### src/rtl/arith_pkg.sv
// rtl/arith_pkg.sv - opcode constants and FSM state encoding shared by the arithmetic unit
package arith_pkg;

  localparam logic [1:0] OP_DIV = 2'b00;
  localparam logic [1:0] OP_ADD = 2'b01;
  localparam logic [1:0] OP_SUB = 2'b10;
  localparam logic [1:0] OP_MUL = 2'b11;

  typedef enum logic [1:0] {
    ST_IDLE = 2'b00,
    ST_CALC = 2'b01,
    ST_DONE = 2'b10
  } state_t;

endpackage

### src/rtl/arith_iter_step.sv
// rtl/arith_iter_step.sv - one shift-add multiply or restoring-divide iteration
// work holds {hi, lo}: multiply {partial product, remaining multiplier}, divide {remainder, dividend/quotient}.
module arith_iter_step
  import arith_pkg::*;
#(
  parameter int W = 8
) (
  input  logic [1:0]     op,
  input  logic [W-1:0]   a,
  input  logic [W-1:0]   b,
  input  logic [2*W-1:0] work_in,
  output logic [2*W-1:0] work_out
);

  logic [W-1:0] hi;
  logic [W-1:0] lo;
  logic [W:0]   mul_sum;
  logic [W-1:0] addend;
  logic [W:0]   div_shift;
  logic         div_ge;
  logic [W-1:0] div_rem;

  assign hi = work_in[2*W-1:W];
  assign lo = work_in[W-1:0];

  // Multiply consumes the multiplier LSB-first; the carry falls into the shifted-down word.
  assign addend  = lo[0] ? a : '0;
  assign mul_sum = {1'b0, hi} + {1'b0, addend};

  // Remainder after a successful subtract is below b, so W-bit modular subtraction is exact.
  assign div_shift = {hi, lo[W-1]};
  assign div_ge    = (div_shift >= {1'b0, b});
  assign div_rem   = div_ge ? (div_shift[W-1:0] - b) : div_shift[W-1:0];

  always_comb begin
    work_out = work_in;
    if (op == OP_MUL) begin
      work_out = {mul_sum, lo[W-1:1]};
    end else begin
      work_out = {div_rem, lo[W-2:0], div_ge};
    end
  end

endmodule

### src/rtl/arith_seq_unit.sv
// rtl/arith_seq_unit.sv - sequential add / abs-subtract / multiply / divide unit
// Add, subtract and divide-by-zero finish on the accepting edge; multiply and divide iterate W cycles.
module arith_seq_unit
  import arith_pkg::*;
#(
  parameter int W = 8
) (
  input  logic           clk,
  input  logic           rst_n,
  input  logic           enable_low,
  input  logic           start,
  input  logic [1:0]     op,
  input  logic [W-1:0]   a,
  input  logic [W-1:0]   b,
  output logic [2*W-1:0] y,
  output logic           sign,
  output logic           div_zero,
  output logic           busy,
  output logic           done
);

  localparam int CW = $clog2(W + 1);
  localparam logic [CW-1:0] CNT_LAST = CW'(W - 1);

  state_t         state_q, state_d;
  logic [1:0]     op_q, op_d;
  logic [W-1:0]   a_q, a_d;
  logic [W-1:0]   b_q, b_d;
  logic [2*W-1:0] work_q, work_d;
  logic [CW-1:0]  cnt_q, cnt_d;
  logic [2*W-1:0] y_q, y_d;
  logic           sign_q, sign_d;
  logic           div_zero_q, div_zero_d;
  logic           busy_q, busy_d;
  logic           done_q, done_d;

  logic [2*W-1:0] step_work;
  logic [W:0]     add_sum;
  logic [W-1:0]   sub_diff;
  logic           sub_neg;

  arith_iter_step #(.W(W)) u_step (
    .op       (op_q),
    .a        (a_q),
    .b        (b_q),
    .work_in  (work_q),
    .work_out (step_work)
  );

  assign add_sum  = {1'b0, a} + {1'b0, b};
  assign sub_neg  = (b > a);
  assign sub_diff = sub_neg ? (b - a) : (a - b);

  always_comb begin
    state_d    = state_q;
    op_d       = op_q;
    a_d        = a_q;
    b_d        = b_q;
    work_d     = work_q;
    cnt_d      = cnt_q;
    y_d        = y_q;
    sign_d     = sign_q;
    div_zero_d = div_zero_q;
    busy_d     = busy_q;
    done_d     = 1'b0;

    if (enable_low) begin
      // Abort clears results but never signals completion.
      state_d    = ST_IDLE;
      cnt_d      = '0;
      y_d        = '0;
      sign_d     = 1'b0;
      div_zero_d = 1'b0;
      busy_d     = 1'b0;
    end else begin
      case (state_q)
        ST_IDLE: begin
          if (start) begin
            op_d       = op;
            a_d        = a;
            b_d        = b;
            cnt_d      = '0;
            sign_d     = 1'b0;
            div_zero_d = 1'b0;
            busy_d     = 1'b1;
            case (op)
              OP_ADD: begin
                y_d     = {{(W-1){1'b0}}, add_sum};
                state_d = ST_DONE;
                done_d  = 1'b1;
              end
              OP_SUB: begin
                y_d     = {{W{1'b0}}, sub_diff};
                sign_d  = sub_neg;
                state_d = ST_DONE;
                done_d  = 1'b1;
              end
              OP_MUL: begin
                work_d  = {{W{1'b0}}, b};
                state_d = ST_CALC;
              end
              default: begin
                if (b == '0) begin
                  y_d        = '1;
                  div_zero_d = 1'b1;
                  state_d    = ST_DONE;
                  done_d     = 1'b1;
                end else begin
                  work_d  = {{W{1'b0}}, a};
                  state_d = ST_CALC;
                end
              end
            endcase
          end
        end
        ST_CALC: begin
          work_d = step_work;
          if (cnt_q == CNT_LAST) begin
            cnt_d   = '0;
            y_d     = step_work;
            state_d = ST_DONE;
            done_d  = 1'b1;
          end else begin
            cnt_d = cnt_q + 1'b1;
          end
        end
        ST_DONE: begin
          state_d = ST_IDLE;
          busy_d  = 1'b0;
        end
        default: begin
          state_d = ST_IDLE;
          busy_d  = 1'b0;
        end
      endcase
    end
  end

  always_ff @(posedge clk or negedge rst_n) begin
    if (!rst_n) begin
      state_q    <= ST_IDLE;
      op_q       <= OP_DIV;
      a_q        <= '0;
      b_q        <= '0;
      work_q     <= '0;
      cnt_q      <= '0;
      y_q        <= '0;
      sign_q     <= 1'b0;
      div_zero_q <= 1'b0;
      busy_q     <= 1'b0;
      done_q     <= 1'b0;
    end else begin
      state_q    <= state_d;
      op_q       <= op_d;
      a_q        <= a_d;
      b_q        <= b_d;
      work_q     <= work_d;
      cnt_q      <= cnt_d;
      y_q        <= y_d;
      sign_q     <= sign_d;
      div_zero_q <= div_zero_d;
      busy_q     <= busy_d;
      done_q     <= done_d;
    end
  end

  assign y        = y_q;
  assign sign     = sign_q;
  assign div_zero = div_zero_q;
  assign busy     = busy_q;
  assign done     = done_q;

endmodule

### config.mk
export PLATFORM = sky130hd
export DESIGN_NAME = arith_seq_unit
export DESIGN_NICKNAME = d
export VERILOG_FILES = /design/src/rtl/arith_pkg.sv /design/src/rtl/arith_iter_step.sv /design/src/rtl/arith_seq_unit.sv
export SDC_FILE = /design/constraint.sdc
export NUM_CORES = 1
export LEC_CHECK = 0
export CAP_MARGIN = 20
export CORE_ASPECT_RATIO = 0.5
export CORE_MARGIN = 3
export CORE_UTILIZATION = 59
export DETAILED_ROUTE_END_ITERATION = 6
export GPL_ROUTABILITY_DRIVEN = 0
export PLACE_DENSITY = 0.88
export SYNTH_ARGS = -nofsm -noshare
export SYNTH_HDL_FRONTEND = slang
export SYNTH_SLANG_ARGS = --single-unit
### constraint.sdc
create_clock -name clk -period 3.1 [get_ports clk]
set_input_delay 0.465 -clock clk [delete_from_list [all_inputs] [get_ports clk]]
set_output_delay 0.465 -clock clk [all_outputs]
set_load 0.05 [all_outputs]
==> flow_summary.toml, run 1 <==
[global_routing]
grtUsageTotal = 0.338
grtUsageMet1 = 0.447
antenna_violations_before_repair = 0
first_global_vias = 4666
met2_usage = 0.526
grt_overflow = 0
gr_busiest_metal = "met2"
grt_util_met3 = 0.102
global_route_wire_length_before_repair_mm = 24.9
grt_start_max_net_pins = 30

[clock_tree]
clock_tree.root_cell = "sky130_fd_sc_hd__clkbuf_16"
tritoncts.num_buffers = 9
clkSlewWorstSetupHoldPaths_ns = 0.05
cts_post_setup_buffers_inserted = 0
worstSkewPairLatency_ns = 0.34
h-tree-depth = 3
cts_tree = "yes"
cts_max_path_buffers = 2
tritoncts_sink_count = 60
post_cts_resize_count = 0
postCtsHoldBufs = 0

[route]
vias = 4913
route.detailed.drc = 0
wl_mm = 15.5
viasPerCell = 6.74
route.detailed.wl_per_inst_um = 21.2
ant_nets = 0
dr.first_iter.drc_count = 770
drt_first_pass_iters = 6

[synth]
netlist_area_before_placement_mm2 = 0.00485
synth_area_per_cell_um2 = 8.64
yosys-top-cells-area = "sky130_fd_sc_hd__dfrtp_1 31%, sky130_fd_sc_hd__ha_1 11%, sky130_fd_sc_hd__nand2_1 4.6%"
synth.ff_latch_count = 60
postSynth.topFlopCell = "sky130_fd_sc_hd__dfrtp_1"
synth.area.mux_share = 0.0470
yosys.cell_types.count = 68
synth_async_sr_flop_share = 1.00
yosys.area.top_type_share = 0.310
synth_edf_count = 0
synthXorXnorAreaFrac = 0.0271
dominant_combinational_cell_family_by_area_after_synthesis = "compound AO/OA/AOI/OAI gates"
mapped_cells = 561
mappedNetlistNets = 632
netlist.top_cell.by_area = "sky130_fd_sc_hd__dfrtp_1"
yosys.area_share.simple = 0.185
synth-seq-area-share = 0.310
ys_top_cells_by_count = "60 x sky130_fd_sc_hd__dfrtp_1, 59 x sky130_fd_sc_hd__nand2_1, 44 x sky130_fd_sc_hd__ha_1"
synth_fa_ha_area_frac = 0.134
yosys_warnings = 0
synth_compound_area_frac = 0.236
post-synth-top-count-cell = "sky130_fd_sc_hd__dfrtp_1"

[critical_path]
worstPathArrival_ns = 2.99
end_kind = "flip-flop"
timing_worst_setup_path_type = "primary input to flip-flop"
worstSetupStartpointType = "primary input"
minimum_setup_slack_among_reg_to_reg_paths_ns = 0.43
critical_path_required_ns = 3.31
timing.critical_path.fanout_max = 10

[layout]
final_core_util = 0.762
syn_to_final_growth_pct = 20.2
antenna_cells = 0
final_cell_count_no_fill = 729
drive_gt1_frac = 0.121
final_nets = 687
design_area_mm2 = 0.00583

[floorplan]
effective_utilization_at_floorplan = 0.634
chipHeight_um = 70.1
die_x_um = 134
dieArea_mm2 = 0.00941
num_io_pins = 42
placementRows = 22
core_region_area_mm2 = 0.00765

[sta]
setup_total_negative_slack_ns = 0
post-route-period-util = 0.896
report.final.slew_viol_count = 0
setup_viol = 0
finClkSkew_ns = 0.00601
finalWorstSetupSlack_ns = 0.322
timing.fmax_ghz = 0.360
rsz0062_at_grt = "no"
timing.slew.headroom = 0.400
fin_worst_hold_slack_ns = 0.00556
final_hold_vio_count = 0
finalCriticalPeriod_ns = 2.78
tightestPinTransition_ns = 0.896

[pwr]
ir_drop_mv = 0.344
total_power_mw = 4.23
pwr_density_cell_mw_per_mm2 = 726
standby_leakage_power_nw = 2.65

[place]
numPortBuffers = 41
post-dp-hpwl_mm = 10.7
pre_cts_setup_slack_ns = 0.0886
postPlaceCellArea_mm2 = 0.00550
dp_cells = 713

[run]
cap_violations = 0

[outcome]
result_of_the_run = "finished clean"

[min_path]
worst_hold_path_type = "primary input to asynchronous set/reset pin"
-- critical path: stages --
cell	delay [ns]
sky130_fd_sc_hd__clkdlybuf4s50_1	0.55
sky130_fd_sc_hd__inv_1	0.10
sky130_fd_sc_hd__ha_1	0.34
sky130_fd_sc_hd__a211oi_1	0.28
sky130_fd_sc_hd__o21bai_1	0.14
sky130_fd_sc_hd__o22ai_1	0.21
sky130_fd_sc_hd__buf_4	0.21
sky130_fd_sc_hd__mux2_2	0.37
sky130_fd_sc_hd__a32oi_1	0.21
sky130_fd_sc_hd__o211ai_1	0.11
-- routing by layer --
layer	wire, µm	vias to the layer above	part of all wire
li1	-	2137	-
met1	6150	2334	0.40
met2	6810	354	0.44
met3	1870	88	0.12
met4	647	0	0.042
met5	0	-	0
-- area by class of cell --
class	instances	area, µm²
Fill cell	504	1820
Timing Repair Buffer	73	658
Tap cell	108	135
Multi-Input combinational cell	430	3050
Clock buffer	13	260
Sequential cell	60	1500
Inverter	42	158
Clock inverter	3	68.8
-- registers in the layout, summed over array words and instances, names as in the netlist, 2 cells and up --
name and flops:
state_q 2, cnt_q 4, op_q 2, work_q 16, y 16, b_q 8
a_q 8
-- where the power goes --
part	total (mW)	switching (mW)	internal [mW]
Clock	1.13	0.379	0.749
Sequential	1.12	0.164	0.954
Combinational	1.98	1.22	0.765
-- final timing paths --
kind                            end      from  cells past startpoint
min reg2reg                cnt_q[3]  cnt_q[3]                      1
max reg2reg                    y[8]    b_q[3]                      9
min                            y[6]     rst_n                      1
max                            y[5]      a[5]                     10
min in group clk           cnt_q[3]  cnt_q[3]                      1
max in group asynchronous    a_q[0]     rst_n                      2
-- placed cells by master (no fill, tap or decap), types with 6 or more instances in the layout --
master and count:
sky130_fd_sc_hd__mux2i_1 7, sky130_fd_sc_hd__nor2_1 30, sky130_fd_sc_hd__dfrtp_1 60, sky130_fd_sc_hd__xnor2_1 8, sky130_fd_sc_hd__clkdlybuf4s50_1 40, sky130_fd_sc_hd__xor2_1 7
sky130_fd_sc_hd__o21ai_1 7, sky130_fd_sc_hd__and2_1 12, sky130_fd_sc_hd__nand2_1 59, sky130_fd_sc_hd__nand2b_1 7, sky130_fd_sc_hd__a211oi_1 10, sky130_fd_sc_hd__o21bai_1 6
sky130_fd_sc_hd__a21oi_1 36, sky130_fd_sc_hd__ha_1 44, sky130_fd_sc_hd__a22oi_1 8, sky130_fd_sc_hd__nor3_1 12, sky130_fd_sc_hd__clkbuf_16 9, sky130_fd_sc_hd__nand3_1 16
sky130_fd_sc_hd__inv_1 41, sky130_fd_sc_hd__mux2_2 14, sky130_fd_sc_hd__o21ai_0 36, sky130_fd_sc_hd__buf_4 31, sky130_fd_sc_hd__o31ai_1 12
-- kinds of logic after synthesis --
| kind of cell | Yosys count |
|---|---|
| simple gates | 175 |
| compound gates | 170 |
| buf+inv | 71 |
| flops | 60 |
| fa+ha+maj | 49 |
| mux | 21 |
| xor+xnor | 15 |
Note: power is estimated with default switching activity, not from simulation.
==> run 2, diff against run 1 <==
- CORE_MARGIN: 3 -> 1.5
==> flow_summary.toml, run 2 (same netlist as run 1, synthesis figures left out) <==
[critical_path]
end_kind = "flip-flop"
critical_path_required_ns = 3.30
critPathSlowestCell = "sky130_fd_sc_hd__a211oi_1"
minimum_setup_slack_among_reg_to_reg_paths_ns = 0.33
r2r-end = "y[8]"
worstSetupStartpointType = "flip-flop"
worstPathArrival_ns = 2.97
worstPathCellList = "ha_1 > a21o_1 > a21oi_2 > o2111ai_1 > and2_1 > a211oi_1 > o21ai_1"
worstPathBufferInverterCount = 0
critical_path.max_stage_delay_ns = 0.48
timing_worst_setup_path_type = "flip-flop to flip-flop"
timing.rr.start = "work_q[10]"
crit_family = "compound AO/OA/AOI/OAI gates"
timing.critical_path.fanout_max = 11
worst_reg_to_reg_cells = 7

[sta]
fin_worst_hold_slack_ns = 0.115
finClkSkew_ns = 0.00781
tightestPinTransition_ns = 0.860
setup_viol = 0
setup_total_negative_slack_ns = 0
rsz0062_at_grt = "no"
timing.slew.headroom = 0.424
final_hold_vio_count = 0
post-route-period-util = 0.895
timing.fmax_ghz = 0.361
finalCriticalPeriod_ns = 2.77
report.final.slew_viol_count = 0

[route]
drt_first_pass_iters = 6
vias = 4797
route.detailed.drc = 0
viasPerCell = 6.57
route.detailed.wl_per_inst_um = 20.1
dr.first_iter.drc_count = 783
ant_nets = 0
wl_mm = 14.7

[global_routing]
grt_start_max_net_pins = 40
antenna_violations_before_repair = 0
grtUsageTotal = 0.338
grt_overflow = 0
first_global_vias = 4512
global_route_wire_length_before_repair_mm = 22.7

[clock_tree]
worstSkewPairLatency_ns = 0.34
h-tree-depth = 3
tritoncts.num_buffers = 9
cts_post_setup_buffers_inserted = 0
tritoncts_sink_count = 60
clock_tree.root_cell = "sky130_fd_sc_hd__clkbuf_16"
postCtsHoldBufs = 0
post_cts_resize_count = 0
cts_tree = "yes"
clkSlewWorstSetupHoldPaths_ns = 0.06
cts_max_path_buffers = 2

[run]
cap_violations = 0

[layout]
final_core_util = 0.724
layout.filler_cells = 560
antenna_cells = 0
area.sequential_mm2 = 0.00150
layout_common_cells = "60 x sky130_fd_sc_hd__dfrtp_1, 59 x sky130_fd_sc_hd__nand2_1, 44 x sky130_fd_sc_hd__ha_1"
syn_to_final_growth_pct = 19.0
multi_input_area_mm2 = 0.00305
drive_gt1_frac = 0.120
final_nets = 684
layout_commonest_cell = "sky130_fd_sc_hd__dfrtp_1"

[min_path]
worst_hold_path_type = "primary input to asynchronous set/reset pin"

[floorplan]
core_region_area_mm2 = 0.00797
die_x_um = 131
placementRows = 23
chipHeight_um = 67.1
effective_utilization_at_floorplan = 0.608
dieArea_mm2 = 0.00881
num_io_pins = 42

[place]
post-dp-hpwl_mm = 10.2
numPortBuffers = 41

[pwr]
total_power_mw = 4.09
ir_drop_mv = 0.343
standby_leakage_power_nw = 2.61
pwr_density_cell_mw_per_mm2 = 708

[outcome]
result_of_the_run = "finished clean"
==> run 2: cell types whose count changed in the layout (fill, tap and decap cells not counted) <==
cell,before,now
sky130_fd_sc_hd__clkbuf_1,2,0
sky130_fd_sc_hd__clkinv_2,0,2
sky130_fd_sc_hd__buf_12,1,0
sky130_fd_sc_hd__clkbuf_8,2,1
sky130_fd_sc_hd__bufinv_16,2,1
sky130_fd_sc_hd__clkinvlp_4,0,2
sky130_fd_sc_hd__buf_4,31,29
==> run 2: where the power goes <==
| group | total (mW) | switching, mW | internal [mW] |
|---|---|---|---|
| sequential | 1.12 | 0.164 | 0.953 |
| clock | 1.03 | 0.392 | 0.642 |
| combinational | 1.94 | 1.20 | 0.739 |
| total | 4.09 | 1.76 | 2.33 |
==> run 2: cell type report <==
type,instances,share of cell area
flip-flops and latches,60,0.260
inverters,42,0.0273
well taps,112,0.0243
clock inverters,6,0.0111
multi-input cells,430,0.528
repair buffers,70,0.108
clock buffers,10,0.0414
==> run 2: worst register-to-register path, stage by stage, from the launching register on <==
cell,delay (ns)
sky130_fd_sc_hd__dfrtp_1,0.43
sky130_fd_sc_hd__ha_1,0.37
sky130_fd_sc_hd__a21o_1,0.20
sky130_fd_sc_hd__a21oi_2,0.21
sky130_fd_sc_hd__o2111ai_1,0.43
sky130_fd_sc_hd__and2_1,0.39
sky130_fd_sc_hd__a211oi_1,0.49
sky130_fd_sc_hd__o21ai_1,0.13
==> run 2: per-layer routing <==
layer | vias up | GRT usage | wire length (µm)
li1 | 2129 | - | -
met4 | 0 | 0.169 | 508
met2 | 361 | 0.534 | 6380
met3 | 58 | 0.0830 | 1680
met1 | 2249 | 0.443 | 6100
met5 | - | 0 | 0
==> run 2: how the worst max path moves through the flow <==
stage / from / slack, ns / cells after the start / endpoint
4_1_cts: work_q[10] / 0.42 / 7 / y[8]
5_1_grt: b[1] / 0.28 / 9 / y[6]
3_3_place_gp: a[0] / 0.15 / 12 / y[6]
3_5_place_dp: b[1] / 0.1 / 9 / y[6]
2_1_floorplan: b[0] / 0.71 / 11 / y[1]
6_report: work_q[10] / 0.33 / 7 / y[8]
==> run 2: stage by stage <==
step	setup WS (ns)	cell area, µm²	cells
final	0.327	5770	730
after global routing	0.277	5770	730
after CTS	0.421	5770	730
after detailed placement	0.0952	5470	714
after global placement	0.153	5470	714
after floorplan	0.710	4850	561
